[src/rtl/ram_port_arbiter_pkg.sv]
// Shared arbiter state encodings and requester ids.
package ram_port_arbiter_pkg;

  typedef enum logic [1:0] {
    ARB_IDLE = 2'd0,
    ARB_OWN0 = 2'd1,
    ARB_OWN1 = 2'd2
  } arb_state_e;

  localparam logic REQ_CPU    = 1'b0;
  localparam logic REQ_LOADER = 1'b1;

  localparam int unsigned WAIT_W = 8;

endpackage

[src/rtl/arb_grant_2.sv]
// Two-way grant decision: ownership, then round-robin or fixed priority with forced loader grant.
module arb_grant_2
  import ram_port_arbiter_pkg::*;
#(
  parameter int unsigned FIXED_PRIORITY = 0
) (
  input  logic       valid0,
  input  logic       valid1,
  input  arb_state_e state,
  input  logic       last_grant,
  input  logic       force1,
  output logic       grant0,
  output logic       grant1
);

  // At most one grant; an owner excludes the other requester entirely.
  always_comb begin
    grant0 = 1'b0;
    grant1 = 1'b0;
    case (state)
      ARB_OWN0: grant0 = valid0;
      ARB_OWN1: grant1 = valid1;
      default: begin
        if (valid0 && valid1) begin
          if (FIXED_PRIORITY != 0) begin
            grant1 = force1;
          end else begin
            grant1 = (last_grant == REQ_CPU);
          end
          grant0 = !grant1;
        end else begin
          grant0 = valid0;
          grant1 = valid1;
        end
      end
    endcase
  end

endmodule

[src/rtl/ram_port_arbiter.sv]
// Shares the single-port main RAM between the core (requester 0) and the loader (requester 1).
module ram_port_arbiter
  import ram_port_arbiter_pkg::*;
#(
  parameter int unsigned DATA_WIDTH     = 16,
  parameter int unsigned ADDR_WIDTH     = 13,
  parameter int unsigned READ_LATENCY   = 1,
  parameter int unsigned FIXED_PRIORITY = 0,
  parameter int unsigned MAX_WAIT       = 15
) (
  input  logic                  clock,
  input  logic                  active_low_reset,
  input  logic                  req0_valid,
  input  logic                  req0_write,
  input  logic                  req0_lock,
  input  logic [ADDR_WIDTH-1:0] req0_address,
  input  logic [DATA_WIDTH-1:0] req0_wdata,
  output logic                  req0_ready,
  input  logic                  req1_valid,
  input  logic                  req1_write,
  input  logic                  req1_lock,
  input  logic [ADDR_WIDTH-1:0] req1_address,
  input  logic [DATA_WIDTH-1:0] req1_wdata,
  output logic                  req1_ready,
  output logic                  rsp0_valid,
  output logic [DATA_WIDTH-1:0] rsp0_rdata,
  output logic                  rsp1_valid,
  output logic [DATA_WIDTH-1:0] rsp1_rdata,
  output logic                  ram_enable,
  output logic                  ram_write_enable,
  output logic [ADDR_WIDTH-1:0] ram_address,
  output logic [DATA_WIDTH-1:0] ram_wdata,
  input  logic [DATA_WIDTH-1:0] ram_rdata
);

  localparam int unsigned LAST = READ_LATENCY - 1;

  arb_state_e              state;
  arb_state_e              state_next;
  logic                    last_grant;
  logic [WAIT_W-1:0]       wait_count;
  logic [READ_LATENCY-1:0] pipe_valid;
  logic [READ_LATENCY-1:0] pipe_id;
  logic [DATA_WIDTH-1:0]   rdata0_q;
  logic [DATA_WIDTH-1:0]   rdata1_q;
  logic                    grant0;
  logic                    grant1;
  logic                    force1;
  logic                    xfer0;
  logic                    xfer1;
  logic                    rd_issue;

  assign force1   = (FIXED_PRIORITY != 0) && (wait_count == WAIT_W'(MAX_WAIT));
  assign xfer0    = req0_valid && req0_ready;
  assign xfer1    = req1_valid && req1_ready;
  assign rd_issue = ram_enable && !ram_write_enable;

  arb_grant_2 #(
    .FIXED_PRIORITY(FIXED_PRIORITY)
  ) u_grant (
    .valid0    (req0_valid),
    .valid1    (req1_valid),
    .state     (state),
    .last_grant(last_grant),
    .force1    (force1),
    .grant0    (grant0),
    .grant1    (grant1)
  );

  // Ownership state register.
  always_ff @(posedge clock or negedge active_low_reset) begin
    if (!active_low_reset) state <= ARB_IDLE;
    else                   state <= state_next;
  end

  // Lock-driven ownership transitions.
  always_comb begin
    state_next = state;
    case (state)
      ARB_IDLE: begin
        if (xfer0 && req0_lock)      state_next = ARB_OWN0;
        else if (xfer1 && req1_lock) state_next = ARB_OWN1;
      end
      ARB_OWN0: if ((xfer0 || !req0_valid) && !req0_lock) state_next = ARB_IDLE;
      ARB_OWN1: if ((xfer1 || !req1_valid) && !req1_lock) state_next = ARB_IDLE;
      default:  state_next = ARB_IDLE;
    endcase
  end

  // Ready strobes and RAM mux of the granted requester; quiet while in reset.
  always_comb begin
    req0_ready       = 1'b0;
    req1_ready       = 1'b0;
    ram_enable       = 1'b0;
    ram_write_enable = 1'b0;
    ram_address      = '0;
    ram_wdata        = '0;
    if (active_low_reset) begin
      req0_ready = grant0;
      req1_ready = grant1;
    end
    if (req1_ready) begin
      ram_enable       = 1'b1;
      ram_write_enable = req1_write;
      ram_address      = req1_address;
      ram_wdata        = req1_wdata;
    end else if (req0_ready) begin
      ram_enable       = 1'b1;
      ram_write_enable = req0_write;
      ram_address      = req0_address;
      ram_wdata        = req0_wdata;
    end
  end

  // Round-robin history, updated only when something transfers.
  always_ff @(posedge clock or negedge active_low_reset) begin
    if (!active_low_reset)  last_grant <= REQ_LOADER;
    else if (xfer0)         last_grant <= REQ_CPU;
    else if (xfer1)         last_grant <= REQ_LOADER;
  end

  // Loader starvation counter; saturates so the forced grant holds until served.
  always_ff @(posedge clock or negedge active_low_reset) begin
    if (!active_low_reset) begin
      wait_count <= '0;
    end else if ((FIXED_PRIORITY == 0) || !req1_valid || xfer1) begin
      wait_count <= '0;
    end else if (wait_count != WAIT_W'(MAX_WAIT)) begin
      wait_count <= wait_count + WAIT_W'(1);
    end
  end

  // Read tag pipeline matching the RAM latency.
  always_ff @(posedge clock or negedge active_low_reset) begin
    if (!active_low_reset) begin
      pipe_valid <= '0;
      pipe_id    <= '0;
    end else begin
      pipe_valid[0] <= rd_issue;
      pipe_id[0]    <= req1_ready;
      for (int i = 1; i < int'(READ_LATENCY); i++) begin
        pipe_valid[i] <= pipe_valid[i-1];
        pipe_id[i]    <= pipe_id[i-1];
      end
    end
  end

  assign rsp0_valid = pipe_valid[LAST] && (pipe_id[LAST] == REQ_CPU);
  assign rsp1_valid = pipe_valid[LAST] && (pipe_id[LAST] == REQ_LOADER);
  assign rsp0_rdata = rsp0_valid ? ram_rdata : rdata0_q;
  assign rsp1_rdata = rsp1_valid ? ram_rdata : rdata1_q;

  // Hold last returned word per requester between pulses.
  always_ff @(posedge clock or negedge active_low_reset) begin
    if (!active_low_reset) begin
      rdata0_q <= '0;
      rdata1_q <= '0;
    end else begin
      if (rsp0_valid) rdata0_q <= ram_rdata;
      if (rsp1_valid) rdata1_q <= ram_rdata;
    end
  end

endmodule

[config.mk]
export PLATFORM = sky130hd
export DESIGN_NAME = ram_port_arbiter
export DESIGN_NICKNAME = d
export VERILOG_FILES = /design/src/rtl/ram_port_arbiter_pkg.sv /design/src/rtl/arb_grant_2.sv /design/src/rtl/ram_port_arbiter.sv
export SDC_FILE = /design/constraint.sdc
export NUM_CORES = 1
export LEC_CHECK = 0
export ABC_AREA = 1
export BUFFER_PORTS_ARGS = -buffer_cell sky130_fd_sc_hd__buf_2
export CAP_MARGIN = 20
export CORE_ASPECT_RATIO = 0.5
export CORE_MARGIN = 4
export CORE_UTILIZATION = 43
export CTS_CLUSTER_SIZE = 28
export DETAILED_ROUTE_END_ITERATION = 16
export MAX_ROUTING_LAYER = met4
export PLACE_DENSITY_LB_ADDON = 0.3
export SYNTH_ARGS = -nofsm -noshare
export SYNTH_HDL_FRONTEND = slang
export SYNTH_SLANG_ARGS = --single-unit
[constraint.sdc]
create_clock -name clock -period 2.7 [get_ports clock]
set_input_delay 0.135 -clock clock [delete_from_list [all_inputs] [get_ports clock]]
set_output_delay 0.135 -clock clock [all_outputs]
set_load 0.01 [all_outputs]
-- Word-level counts from Yosys, hierarchy flattened
Cells that the tools add are included.
- latch bits: 0
- logic and storage cells: 60
- output and inout port bits: 67
- ROM bits: 0
- register bits after elaboration: 37
- memory bits (writable): 0
- memories kept: 0
- bits of input ports: 82
- add/subtract/negate cells: 0
- equality and inequality tests: 5
- $lt $le $gt $ge: 0
- bitwise operators: 2
- multiplexer cells: 25
- div/mod/pow operators: 0
- multipliers: 0
- reductions and logical operators: 22
- shift operators: 0
- operators with widths (cell ; count):
    $mux W16 ; 4
    $mux W13 ; 2
    $mux W1 ; 12
    $logic_and A1 B1 Y1 ; 10
    $mux W2 ; 4
    $logic_not A1 Y1 ; 6
    $pmux W2 S3 ; 1
    $ne A2 B2 Y1 const B ; 2
    $pmux W1 S2 ; 2
    $ne A3 B3 Y1 const B ; 1
    $reduce_and A3 Y1 ; 1
    $eq A2 B1 Y1 const B ; 1
    $eq A2 B2 Y1 const B ; 1
    $logic_not A2 Y1 ; 1
    $logic_or A1 B1 Y1 ; 2
    $not A1 Y1 ; 2
    $reduce_bool A2 Y1 ; 1
    $reduce_or A2 Y1 ; 1

-- Depth between registers and ports, before layout
Gate-level depths: netlist of run 1.
- word-level depth: 12
- mapped depth: 11
- gate-level depth less buffers: 11

-- By module
From an unflattened synthesis of run 1, not the netlist that was laid out.
- cell total of the unflattened synthesis: 272
- area total of the unflattened synthesis: 2073.2 um^2
- modules (own cells, without submodules) (module ; times used ; sequential area each (um^2) ; cells an instance ; area each (um^2)):
    ram_port_arbiter ; 1 ; 927.1 ; 258 ; 2000.7
    arb_grant_2 ; 1 ; 0.0 ; 14 ; 72.6

-- Least setup slack after synthesis of run 1
No wires, ideal clock.
- path type: reg2out
- start point: register state[0]
- end point: output port ram_address[1]
- setup slack: 1.154 ns
- data required time: 2.565 ns
- cell stages (with the launch flop): 9
- data arrival time: 1.411 ns
- path buffers: 1
- path through: dfrtp_1 -> inv_1 -> ha_1 -> a21oi_2 -> nand2_2 -> inv_2 -> buf_4 -> nand2_1 -> nand2_1
- elaborated cells between the ends (all ways): 8
- classes of those cells: eq/ne (2); mux (6)
- RTL lines (item ; RTL line ; text):
    start: declaration ; ram_port_arbiter.sv:38 ; arb_state_e state;
    start signal: assignment ; ram_port_arbiter.sv:73 ; else state <= state_next;
    $eq A2 B2 Y1 or $eq A2 B1 Y1 (tied branches) ; arb_grant_2.sv:20 ; case (state)
    $pmux W1 S2 * ; arb_grant_2.sv:20 ;
    $mux W1 * ; ram_port_arbiter.sv:98 ; if (active_low_reset) begin
    via req1_ready ; ram_port_arbiter.sv:24 ; output logic req1_ready,
    $mux W13 * ; ram_port_arbiter.sv:102 ; if (req1_ready) begin
    end: declaration ; ram_port_arbiter.sv:31 ; output logic [ADDR_WIDTH-1:0] ram_address,
Mark *: on every way through the listed nets, which the timed path passes. The rest lies on a longest branch.

-- Worst setup path after layout of run 1
- start point: register state[0]
- end point: output port ram_enable
- longest elaborated chain between the ends: 5
- elaborated cells between the ends (all ways): 8
- classes of those cells: eq/ne (2); mux (6)
- ends and longest elaborated chain (item ; RTL line ; text):
    $eq A2 B2 Y1 or $eq A2 B1 Y1 (tied branches) ; arb_grant_2.sv:20 ;
    $pmux W1 S2 ; arb_grant_2.sv:20 ;
    $mux W1 ; ram_port_arbiter.sv:98 ;
    $mux W1 ; ram_port_arbiter.sv:107 ; end else if (req0_ready) begin
    $mux W1 * ; ram_port_arbiter.sv:102 ;
    end: declaration ; ram_port_arbiter.sv:29 ; output logic ram_enable,
Mark *: on every way between the ends. The rest lies on a longest branch, timed or not.

==> results of run 1 <==
## flip-flops by register name (all words and copies together) (netlist names)
| name | count |
|---|---|
| state | 2 |
| rdata1_q | 16 |
| pipe_valid | 1 |
| rdata0_q | 16 |
| pipe_id | 1 |
| last_grant | 1 |
## kinds of logic (layout without fill, tap and decap cells)
group / count (synthesis) / in the layout / synth area share [%]
AND/OR/NAND/NOR: 153 / 153 / 31.9
buffers and inverters: 47 / 190 / 10.2
adder cells (fa/ha/maj): 3 / 3 / 1.89
flip-flops: 37 / 37 / 46.8
AO/OA/AOI/OAI: 35 / 35 / 9.22
## area by class of cell
type                            instances  area, um2  share of cell area (%)
Inverter                               32        120                    4.23
Multi-Input combinational cell        191        852                    30.0
Sequential cell                        37        927                    32.6
Timing Repair Buffer                  151        766                    27.0
Clock buffer                            5       68.8                    2.42
Tap cell                               57       71.3                    2.51
Clock inverter                          2       35.0                    1.23
## critical path: stages (launching register included)
cell	delay (ns)
dfrtp_1	0.38
inv_1	0.08
ha_1	0.36
nor2_1	0.13
nand2_1	0.09
nand2_2	0.27
inv_2	0.28
nor2_1	0.21
inv_1	0.07
buf_2	0.14
## final timing paths
| path | from | endpoint | cells after the start |
|---|---|---|---|
| min | req1_write | pipe_valid | 4 |
| max | state[0] | ram_enable | 9 |
| max reg2reg | state[0] | state[0] | 11 |
| min reg2reg | rdata0_q[2] | rdata0_q[2] | 2 |
| max in group asynchronous | active_low_reset | rdata1_q[11] | 3 |
| min in group asynchronous | active_low_reset | pipe_id | 2 |
## cell usage in the layout, fill, tap and decap left out
cell type        n
clkbuf_8         5
a21oi_1          1
nand3_1         33
nand3_2          1
inv_2            2
inv_1           30
nand2_1        109
nand4_1          2
ha_1             3
dlygate4sd3_1    1
buf_2          148
a21oi_2          2
bufinv_16        1
nor2_1           6
clkinv_2         1
o21ai_0         32
dfrtp_1         36
dfstp_2          1
buf_4            2
nand2_2          2
## power breakdown
group	internal, mW	switching, mW	total (mW)
Clock	0.268	0.183	0.451
Sequential	0.826	0.0790	0.905
Combinational	0.540	0.908	1.45
## through the flow
stage	power, mW	cells
final	2.80	475
after global routing	3.04	475
after CTS	2.84	475
after detailed placement	2.38	467
after global placement	2.32	467
after floorplan	1.79	275
## routing by layer
metal | vias up | GRT usage, % | wire, um
li1 | 1143 | - | -
met1 | 1004 | 20.8 | 2310
met2 | 83 | 38.0 | 3140
met3 | 6 | 4.98 | 369
met4 | 0 | 4.55 | 38
met5 | - | - | 0
==> impl_results.md, run 1 <==
* Drc violations at 0
* Leak pwr at about 1.8 nW
* GRT Residual Overflow at 0
* Routability cong. at 0.820
* Commonest cells post-synth: nand2_1, dfrtp_1, nand3_1, o21ai_0, inv_1
* Worst Skew at between 0.004 and 0.005 ns
* Cell area after layout at 0.00284 mm2
* CTS tree: done
* Post-Syn Instances at ~280
* Req. time, crit path at approximately 2.6 ns
* Die H at about 56 um
* Die area at 0.00583 mm2
* Via count at 2236
* Synth cell types at 17
* Cells resized by post-CTS repair at 0
* Routed WL at around 6000 um
* Fillers at about 420
* Share of layout cells above drive strength 1 at 39.5%
* Fin. Hold Viols at 0
* Critical path type: flop to output pin
* Number of max-cap violations at 0
* Worst-path clk slew at roughly 0.07 ns
* Max FO, Critical Path at 33
* WHS at about 0.14 ns
* HPWL Detailed at 4580 um
* Post-route setup slack at between 0.2 and 0.3 ns
* CP Launch Type: flop
* FF+latch count, synth at 37
* Final nets at between 500 and 600
* IO Port Bufs at roughly 150
* Pwr Density at between 900 and 1000 mW/mm2
* Post-DP Area at 0.00273 mm2
* R2r setup slk at ~0.63 ns
* Routed vias/inst at around 4.7
* Vias in the first global route at between 2000 and 2500
* Minimum clock period at between 2 and 2.5 ns
* Initial core utilization at roughly 45%
* Post-synth EDFFs at 0
* Status: complete, no violations
* Period utilization at between 80 and 90%
* Largest net degree at the start of global routing at 34
* Initial antenna violation count at 0
* Number of max-slew violations in the final report at 0
* Async SR Flop Fraction at 100%
* Most frequent cell after synthesis: nand2_1
* VDD IR max at about 0.00035 V
* Hold Buf Count CTS at 1
* Maximum clock rate at ~410 MHz
* Setup Viol. Count Final at 0
* Place WS at about 0.6 ns
* Clk buf depth at 2
* Global-route wire length before repair at 9380 um
* Total CTS buffers at 5
* Clock sink count at 37
* H-Tree Depth at 2
* Synth Flop Type: dfrtp_1
* Synth top area cells: dfrtp_1, nand2_1, nand3_1, o21ai_0, inv_1
* Global Route Usage Sum at 19.9%
* Setup TNS at 0 ns
* Layout area overhead at 43.3%
* Synth Cell Area at 0.00198 mm2
* Nature of the critical path endpoint: output pin
* WP data arrival at approximately 2.3 ns
* Io pins at about 150
* Register area share after synthesis at 46.8%
* Warnings from Yosys at 0
* Post-synth top area share at roughly 45%
* Avg Cell Area, Syn at between 7 and 8 um2
* Core area at 0.00442 mm2
* Final core utilization at 64.2%
* Detail Route Antenna Nets at 0
* # Post-CTS Setup Buffers at 0
* Hold Path Class: input pin to flop
* Die Width at between 100 and 150 um
* Clock root cell: clkbuf_8
* N_diodes at 0
* First-pass DRT Iterations at 4
* Post-synth top area cell: dfrtp_1
* Clk_lat worst skew at around 0.28 ns
* Rows at 17
* Wire per inst at 12.3 um
* Slew HR at between 30% and 40%
* RSZ-0062 raised after global routing: no
* Worst-Margin Slew at around 0.9 ns
* Drt initial violations at 39
* Mapped Nets at 360
Note: power is estimated with default switching activity, not from simulation.
==> run 2: changes to the inputs <==
- GPL_TIMING_DRIVEN: default -> 0
- PLACE_DENSITY: default -> 0.85
- PLACE_DENSITY_LB_ADDON: 0.3 -> default
==> run 2 against run 1 <==
Flip-flop and latch count unchanged. Via count increased by 0.58%. Sequential share of layout area decreased by 0.63 points. Setup slack improved by 0.20 ns. Wire length increased by 3.5%. Largest cell class unchanged.
==> impl_results.md, run 2 (same netlist as run 1, synthesis figures left out) <==
* Status: complete, no violations
* N_diodes at 0
* Hold Path Class: input pin to flop
* Rows at 17
* Regs by FF count: rdata0_q: 16 flops, rdata1_q: 16 flops, state: 2 flops
* WHS at 0.109 ns
* Wire per inst at between 10 and 15 um
* Slew HR at between 60 and 70%
* Max FO, Critical Path at 39
* Period utilization at between 80% and 90%
* Routed vias/inst at 4.60
* Drc violations at 0
* Worst-path clk slew at about 0.070 ns
* Fin. Hold Viols at 0
* Clk buf depth at 2
* Largest net degree at the start of global routing at 40
* Setup TNS at 0 ns
* Detail Route Antenna Nets at 0
* Core area at between 0.004 and 0.005 mm2
* WP data arrival at between 2 and 2.5 ns
* GRT Residual Overflow at 0
* Fillers at approximately 420
* Final nets at a little over 500
* Post-DP Area at around 0.0028 mm2
* Clk_lat worst skew at roughly 0.28 ns
* RSZ-0062 raised after global routing: no
* Most frequent cells in the layout: buf_2, nand2_1, dfrtp_1
* Vias in the first global route at between 2000 and 2500
* Total CTS buffers at 5
* Pwr Density at slightly below 1000 mW/mm2
* Initial antenna violation count at 0
* Leak pwr at 1.83 nW
* Maximum clock rate at around 450 MHz
* Commonest non-fill, non-tap cell in the layout: buf_2
* # Post-CTS Setup Buffers at 0
* VDD IR max at 0.000324 V
* Cell area after layout at 0.00290 mm2
* CTS tree: done
* Die Width at about 100 um
* First-pass DRT Iterations at 5
* Worst-Margin Slew at ~0.52 ns
* Req. time, crit path at around 2.6 ns
* Clock root cell: clkbuf_8
* Total power at around 2.8 mW
* Share of layout cells above drive strength 1 at around two fifths
* CP Launch Type: input pin
* Minimum clock period at ~2.2 ns
* IO Port Bufs at about 150
* Die area at ~0.0058 mm2
* Nature of the critical path endpoint: output pin
* Clock sink count at 37
* Layout area overhead at 46.1%
* HPWL Detailed at between 4000 and 5000 um
* Global-route wire length before repair at between 9000 and 10000 um
* Setup Viol. Count Final at 0
* Number of max-cap violations at 0
* Dpl cells at between 400 and 500
* Drt initial violations at 64
* Die H at 56.0 um
* Global Route Usage Sum at about a fifth
* Io pins at 149
* Critical path type: input pin to output pin
* Routability cong. at 0.804
* Initial core utilization at 44.8%
* Routed WL at 6060 um
* Number of max-slew violations in the final report at 0
* Via count at roughly 2200
* Final std cells w/o fill at ~500
* Worst Skew at 0.00571 ns
* H-Tree Depth at 2
==> run 2: changes by cell type in the layout (fill, tap and decap cells not counted) <==
cell       change
clkbuf_1       +8
buf_4          +4
buf_2          +2
bufinv_16      -1
clkbuf_4       +1
clkbuf_8       +1
clkinv_2       -1
==> run 2: stage by stage <==
step / worst slack, ns / util [%]
after global placement: 0.781 / 63.2
after floorplan: 1.15 / -
after detailed placement: 0.753 / 63.2
after global routing: 0.197 / 65.5
after CTS: 0.219 / 65.4
final: 0.484 / 65.5
==> run 2: final timing paths <==
| path | slack, ns | startpoint | depth (start not counted) | end |
|---|---|---|---|---|
| max | 0.48 | active_low_reset | 10 | ram_address[6] |
| min | 0.11 | req1_write | 4 | pipe_valid |
| max reg2reg | 1.05 | state[0] | 10 | state[0] |
| min reg2reg | 0.49 | rdata0_q[11] | 2 | rdata0_q[11] |
| max in group asynchronous | 1.95 | active_low_reset | 2 | last_grant |
| min in group asynchronous | 0.39 | active_low_reset | 2 | rdata0_q[13] |
==> run 2: worst max-delay path, stage by stage <==
cell and delay (ns):
dlygate4sd3_1 0.53, clkbuf_4 0.45, nand2_1 0.12, a21oi_2 0.14, nand2_1 0.11, inv_2 0.12
buf_4 0.18, nand3_1 0.08, nand2_1 0.07, buf_2 0.13
==> run 2: where the power goes <==
| part | switching (mW) | internal, mW | total, mW |
|---|---|---|---|
| Clock | 0.180 | 0.208 | 0.388 |
| Combinational | 0.942 | 0.578 | 1.52 |
| Sequential | 0.0829 | 0.826 | 0.909 |
==> run 2: timing repair <==
item                                    CTS  global route
gates resized for setup                   0             1
hold buffers                              1             0
hold endpoints to repair                 36             0
endpoints found under the setup margin    0            27
==> run 2: layout make-up <==
cell class	instances	area, um2	share of cell area, %
repair buffers	149	753	26.0
inverters	32	120	4.15
well taps	57	71.3	2.46
flip-flops and latches	37	927	32.0
multi-input cells	191	852	29.4
plain buffers	15	82.6	2.85
clock buffers	8	90.1	3.11
==> run 2: metal layers <==
layer  part of all wire [%]  vias up  GRT usage [%]
met5                      0        -              -
met4                   0.79        0           4.17
met3                    5.8        6           4.87
met2                     50       67           36.0
met1                     44     1004           25.2
li1                       -     1172              -
